$ cat config.mk
export PLATFORM = sky130hd
export DESIGN_NAME = alu_seq
export DESIGN_NICKNAME = d
export VERILOG_FILES = /design/src/rtl/alu_seq.sv
export SDC_FILE = /design/constraint.sdc
export NUM_CORES = 1
export LEC_CHECK = 0
export CAP_MARGIN = 20
export CORE_UTILIZATION = 50
export DETAILED_ROUTE_END_ITERATION = 10
export HOLD_SLACK_MARGIN = 0.05
export PLACE_DENSITY = 0.76
export SLEW_MARGIN = 20
export SYNTH_ARGS = -nofsm -noshare
export SYNTH_HDL_FRONTEND = slang
export SYNTH_SLANG_ARGS = --single-unit
$ cat constraint.sdc
create_clock -name clk -period 2 [get_ports clk]
set_clock_uncertainty 0.1 [all_clocks]
set_input_delay 0.4 -clock clk [delete_from_list [all_inputs] [get_ports clk]]
set_output_delay 0.4 -clock clk [all_outputs]
set_load 0.03 [all_outputs]
$ cat src/rtl/alu_seq.sv
// Sequential 8-op ALU with valid/ready handshake on both sides.
// Logic/arithmetic ops finish on the accept edge; shifts iterate one bit per clock.
module alu_seq #(
  parameter int WIDTH = 8,
  parameter int SHW   = 3
) (
  input  logic             clk,
  input  logic             rst,
  input  logic             in_valid,
  output logic             in_ready,
  input  logic [WIDTH-1:0] a,
  input  logic [WIDTH-1:0] b,
  input  logic [2:0]       op,
  output logic             out_valid,
  input  logic             out_ready,
  output logic [WIDTH-1:0] y,
  output logic             z,
  output logic             n,
  output logic             c,
  output logic             v,
  output logic             bflag
);

  typedef enum logic [1:0] {
    IDLE = 2'd0,
    BUSY = 2'd1,
    DONE = 2'd2
  } state_t;

  localparam logic [2:0] OP_ADD = 3'b000;
  localparam logic [2:0] OP_SUB = 3'b001;
  localparam logic [2:0] OP_AND = 3'b010;
  localparam logic [2:0] OP_OR  = 3'b011;
  localparam logic [2:0] OP_XOR = 3'b100;
  localparam logic [2:0] OP_SHL = 3'b101;
  localparam logic [2:0] OP_SHR = 3'b110;
  localparam logic [2:0] OP_ASR = 3'b111;

  state_t           state;
  logic [WIDTH-1:0] sh;
  logic [SHW-1:0]   cnt;
  logic [2:0]       op_q;

  logic [WIDTH-1:0] bx;
  logic [WIDTH:0]   sum;
  logic             ovf;
  logic [WIDTH-1:0] res_y;
  logic             res_c;
  logic             res_v;
  logic             res_b;
  logic [WIDTH-1:0] sh_next;
  logic             sh_out;
  logic [SHW-1:0]   s;
  logic             is_shift;

  assign in_ready  = (state == IDLE);
  assign out_valid = (state == DONE);
  assign s         = b[SHW-1:0];
  assign is_shift  = (op == OP_SHL) || (op == OP_SHR) || (op == OP_ASR);

  // Single-edge result path; SUB reuses the adder as a + ~b + 1.
  always_comb begin
    bx    = (op == OP_SUB) ? ~b : b;
    sum   = {1'b0, a} + {1'b0, bx} + {{WIDTH{1'b0}}, (op == OP_SUB)};
    ovf   = (a[WIDTH-1] == bx[WIDTH-1]) && (sum[WIDTH-1] != a[WIDTH-1]);
    res_y = a;
    res_c = 1'b0;
    res_v = 1'b0;
    res_b = 1'b0;
    case (op)
      OP_ADD: begin
        res_y = sum[WIDTH-1:0];
        res_c = sum[WIDTH];
        res_v = ovf;
      end
      OP_SUB: begin
        res_y = sum[WIDTH-1:0];
        res_c = sum[WIDTH];
        res_v = ovf;
        res_b = ~sum[WIDTH];
      end
      OP_AND:  res_y = a & b;
      OP_OR:   res_y = a | b;
      OP_XOR:  res_y = a ^ b;
      default: res_y = a;
    endcase
  end

  // One-bit shift step applied to the shift register while BUSY.
  always_comb begin
    sh_next = {sh[WIDTH-2:0], 1'b0};
    sh_out  = sh[WIDTH-1];
    case (op_q)
      OP_SHR: begin
        sh_next = {1'b0, sh[WIDTH-1:1]};
        sh_out  = sh[0];
      end
      OP_ASR: begin
        sh_next = {sh[WIDTH-1], sh[WIDTH-1:1]};
        sh_out  = sh[0];
      end
      default: ;
    endcase
  end

  always_ff @(posedge clk or posedge rst) begin
    if (rst) begin
      state <= IDLE;
      sh    <= '0;
      cnt   <= '0;
      op_q  <= OP_ADD;
      y     <= '0;
      z     <= 1'b0;
      n     <= 1'b0;
      c     <= 1'b0;
      v     <= 1'b0;
      bflag <= 1'b0;
    end else begin
      case (state)
        IDLE: begin
          if (in_valid) begin
            if (is_shift && (s != '0)) begin
              sh    <= a;
              cnt   <= s;
              op_q  <= op;
              state <= BUSY;
            end else begin
              y     <= res_y;
              z     <= (res_y == '0);
              n     <= res_y[WIDTH-1];
              c     <= res_c;
              v     <= res_v;
              bflag <= res_b;
              state <= DONE;
            end
          end
        end
        BUSY: begin
          sh  <= sh_next;
          cnt <= cnt - SHW'(1);
          // Result and flags stay frozen until the last shift lands.
          if (cnt == SHW'(1)) begin
            y     <= sh_next;
            z     <= (sh_next == '0);
            n     <= sh_next[WIDTH-1];
            c     <= sh_out;
            v     <= 1'b0;
            bflag <= 1'b0;
            state <= DONE;
          end
        end
        DONE: begin
          if (out_ready) state <= IDLE;
        end
        default: state <= IDLE;
      endcase
    end
  end

endmodule

# == Word level (Yosys, flattened, before mapping) ==
# Index checks and enable logic that the tools add are counted.
# W data, S select, Z words.
# totals
in_bits,23
ff_bits,29
wordCells,94
# classes
n_eq_ne,19
n_bitwise,5
n_addsub,3
reduce_logical,16
n_mux,41
# op_table
operator,count
$mux W8,6
$pmux W8 S2,3
$pmux W8 S4,1
$eq A3 B3 Y1 const B,6
$mux W1,18
$logic_not A8 Y1,2
$pmux W1 S2,5
$add A8 B8 Y9,1
$add A9 B1 Y9,1
$reduce_and A3 Y1,3
$and A8 B8 Y8,1
$mux W2,4
$not A8 Y8,1
$or A8 B8 Y8,1
$xor A8 B8 Y8,1
$eq A3 B1 Y1 const B,2
$eq A3 B2 Y1 const B,2
$mux W3,2
$ne A2 B2 Y1 const B,3
$pmux W2 S3,1
$pmux W3 S2,1
$ne A2 B1 Y1 const B,2
$reduce_and A4 Y1,1
$reduce_or A2 Y1,2
other kinds (12),14

# == Longest topological paths before layout ==
# depth
depth_word,10
depth_mapped,12
mapped_depth_nobuf,11

# == Worst setup path after synthesis ==
# Ideal clock, no wire load.
# synth_timing
kind,input port to flip-flop
start,input op[1]
end,register z
setup_slack_ps,-1116
t_arrival_ps,2934
required_ps,1818
cell_stages,12
cell_sequence,buf_6 -> nor2_1 -> nand2_1 -> xnor2_1 -> fa_1 -> a21o_1 -> a221oi_2 -> xor2_1 -> o21ai_2 -> nor4b_2 -> nand4_1 -> a31oi_1
# synth_via
elab_chain_len,9
elab_cells_between_ends,22
# synth_rtl
element,line,source
from (decl),13,"input logic [2:0] op,"
$eq A3 B1 Y1,"63, 64, 70",
$mux W8,63,bx = (op == OP_SUB) ? ~b : b;
$add A8 B8 Y9,64,"sum = {1'b0, a} + {1'b0, bx} + {{WIDTH{1'b0}}, (op == OP_SUB)};"
$add A9 B1 Y9,64,
$pmux W8 S4,70,case (op)
$logic_not A8 Y1,129,z <= (res_y == '0);
$mux W1,122,if (is_shift && (s != '0)) begin
$mux W1,121,if (in_valid) begin
$pmux W1 S2,119,case (state)
to (signal assigned),129,
to (signal assigned),144,z <= (sh_next == '0);
to (decl),17,"output logic z,"
# Several ways; a longest one is shown, not always the timed one. The select of a mux whose other input is x is not followed.
# A chain may end at the register's enable or synchronous reset.

# == Final worst setup path ==
# Ends and elaborated chain as after synthesis.

==> insert_results.sql <==
INSERT INTO impl_metrics (metric_group, metric, value, unit) VALUES
('run_status', 'run_status', 'finished with violations', ''),
('run_status', 'failing_checks', 'negative setup slack', ''),
('clocking', 'number_of_cts_inserted_buffers', '3', ''),
('timing', 'timing.final.ws_setup', '-0.507', 'ns'),
('synth', 'synth_top_area_share', '0.284', ''),
('critical_path', 'worst-path-max-fanout', '6', ''),
('synth', 'synthSimpleGateAreaFrac', '0.178', ''),
('critical_path', 'setup.worst_path.start_class', 'primary input', ''),
('synth', 'ys.flop_type', 'dfrtp_1', ''),
('clocking', 'clock_sink_count', '28', ''),
('synth', 'mapped_area', '0.00246', 'mm^2'),
('die', 'die_area', '0.00521', 'mm^2'),
('critical_path', 'setup.worst_path.class', 'primary input to flop', ''),
('critical_path', 'cp_data_required_time', '2.10', 'ns'),
('timing', 'hold_violations', '0', ''),
('timing', 'setup_viol', '11', ''),
('clocking', 'tritoncts', 'yes', ''),
('synth', 'synthAdderAreaFrac', '0.135', ''),
('synth', 'syn_inst', '297', ''),
('die', 'std_cell_rows', '25', ''),
('timing', 'worstMarginPinSlew', '0.620', 'ns'),
('synth', 'ys_top_cells_by_area', 'dfrtp_1, ha_1, a21oi_1', ''),
('synth', 'synth_edf_count', '0', ''),
('synth', 'ys_seq_area_frac', '0.284', ''),
('placement', 'post-dp-hpwl', '5080', 'um'),
('detailed_routing', 'drtIter0Drc', '294', ''),
('timing', 'slew_headroom', '0.586', ''),
('die', 'die_h', '72.2', 'um'),
('synth', 'synth-warning-count', '0', ''),
('timing', 'timing.final.crit_period', '2.51', 'ns'),
('finish', 'drive_above_1_share', '0.285', ''),
('finish', 'regArea', '701', 'um^2'),
('timing', 'setup-tns-final', '-3.44', 'ns'),
('critical_path', 'setup.worst_path.end_class', 'flop', ''),
('finish', 'design.final.nets', '437', ''),
('detailed_routing', 'drt-pass1-iter-count', '5', ''),
('global_route', 'largest_net_degree_at_the_start_of_global_routing', '29', ''),
('clocking', 'clk_pin_slew', '0.09', 'ns'),
('finish', 'finalCoreUtilization', '0.759', ''),
('synth', 'combinational_family_with_the_most_area_after_synthesis', 'compound AO/OA/AOI/OAI gates', ''),
('finish', 'areaGrowthSynthToFinish', '45.5', '%'),
('die', 'core_area', '0.00472', 'mm^2'),
('finish', 'n_fill_cell', '353', ''),
('synth', 'synth.mux.area_fraction', '0.0132', ''),
('power', 'internal_power', '1.93', 'mW'),
('finish', 'area_of_the_multi_input_gates', '0.00178', 'mm^2'),
('finish', 'layout_common_cells', 'buf_4, nand2_1, dfrtp_1', ''),
('flow_run', 'cap_viol_max_count', '0', ''),
('power', 'clkPwrFrac', '0.087', ''),
('timing', 'slew_violations', '0', ''),
('detailed_routing', 'overall_routed_net_length', '7060', 'um'),
('global_route', 'grt_antenna_before_repair', '0', ''),
('global_route', 'grt_pass1_vias', '2451', ''),
('synth', 'synth_area_leader_cell', 'dfrtp_1', ''),
('timing', 'fmax', '0.399', 'GHz'),
('detailed_routing', 'postRouteAntennaNets', '0', ''),
('power', 'power.ir.vdd_worst', '482', 'uV'),
('finish', 'fin_area', '0.00359', 'mm^2'),
('synth', 'synth-seq-cells', '28', ''),
('clocking', 'root_buffer_cell', 'clkbuf_8', ''),
('detailed_routing', 'route.detailed.drc', '0', ''),
('timing', 'timing.hold.ws', '0.382', 'ns'),
('synth', 'synth.distinct_cells', '52', ''),
('placement', 'buffer_ports.inserted', '37', ''),
('detailed_routing', 'dr_total_vias', '2606', ''),
('synth', 'synth-async-reset-ratio', '1.00', ''),
('detailed_routing', 'viasPerCell', '5.75', ''),
('detailed_routing', 'drt-wirelength-per-cell', '15.6', 'um'),
('global_route', 'grt_overflow_total', '0', ''),
('min_path', 'worst_hold_class', 'flop to flop', ''),
('synth', 'synth_area_per_cell', '8.30', 'um^2');
[area by class of cell]
class / count / area share
clock buffers: 3 / 0.0115
multi-input cells: 229 / 0.495
repair buffers: 101 / 0.248
inverters: 25 / 0.0262
well taps: 67 / 0.0234
flip-flops and latches: 28 / 0.195
[synthesized netlist by cell type, drive strengths merged, types with 7 or more instances]
cell type and instances:
a211oi 8, a21o 9, a21oi 28, and3 8, buf 7, clkbuf 8, dfrtp 28, ha 25
inv 25, nand2 31, nor2 22, o21ai 21, o31ai 8, xnor2 10
[path summary, 6_finish.rpt]
kind,start,to,slack [ns]
min reg2reg,y[6],y[6],0.38
max in group asynchronous,rst,sh[6],1.15
min in group asynchronous,rst,c,0.39
max reg2reg,state[1],sh[6],0.16
min,y[6],y[6],0.38
max,op[1],z,-0.51
[metal layers]
layer / vias up / global-route usage / wire [um]
li1: 1238 / - / -
met2: 107 / 0.475 / 3500
met5: - / 0 / 0
met1: 1241 / 0.360 / 2960
met3: 20 / 0.0236 / 340
met4: 0 / 0.133 / 256
[through the flow]
step	power, mW	instances	setup WS (ns)
after global placement	2.98	441	-1.12
after global routing	3.78	453	-0.618
after floorplan	2.27	297	-0.723
final	3.52	453	-0.507
after detailed placement	3.04	441	-1.21
after CTS	3.43	452	-0.496
[power groups by stage]
stage                     sequential [mW]  combinational (mW)  clock, mW
after global routing                 1.07                2.37      0.334
after CTS                            1.03                2.09      0.307
after floorplan                      1.20                1.07          0
after detailed placement             1.04                2.00          0
after global placement               1.03                1.95          0
final                                1.04                2.17      0.308
[repair_timing]
| item | CTS | global route |
|---|---|---|
| hold buffers | 0 | 0 |
| gates resized for setup | 56 | 11 |
| pin swaps | 28 | 13 |
| setup endpoints to repair | 30 | 17 |
| buffers inserted | 8 | 1 |
[cell families (layout without fill, tap and decap cells)]
group | Yosys count | in the layout
compound gates | 101 | 101
simple gates | 87 | 87
buf+inv | 40 | 129
flops | 28 | 28
fa+ha+maj | 26 | 26
xor+xnor | 12 | 12
mux | 3 | 3
[sequential cells by signal (all words and copies together), names as in the netlist]
register,cells
z,1
bflag,1
c,1
sh,8
op_q,3
v,1
cnt,3
y,8
state,2
[worst max-delay path, cell delays in order]
cell	delay (ns)
buf_8	0.10
nor2_4	0.12
nand2_4	0.11
buf_6	0.14
xnor2_2	0.13
ha_1	0.32
buf_6	0.15
a221oi_4	0.28
xor2_1	0.22
o21ai_2	0.10
nor4b_2	0.24
nand4_1	0.11
a31oi_1	0.18
Note: power is estimated with default switching activity, not from simulation.
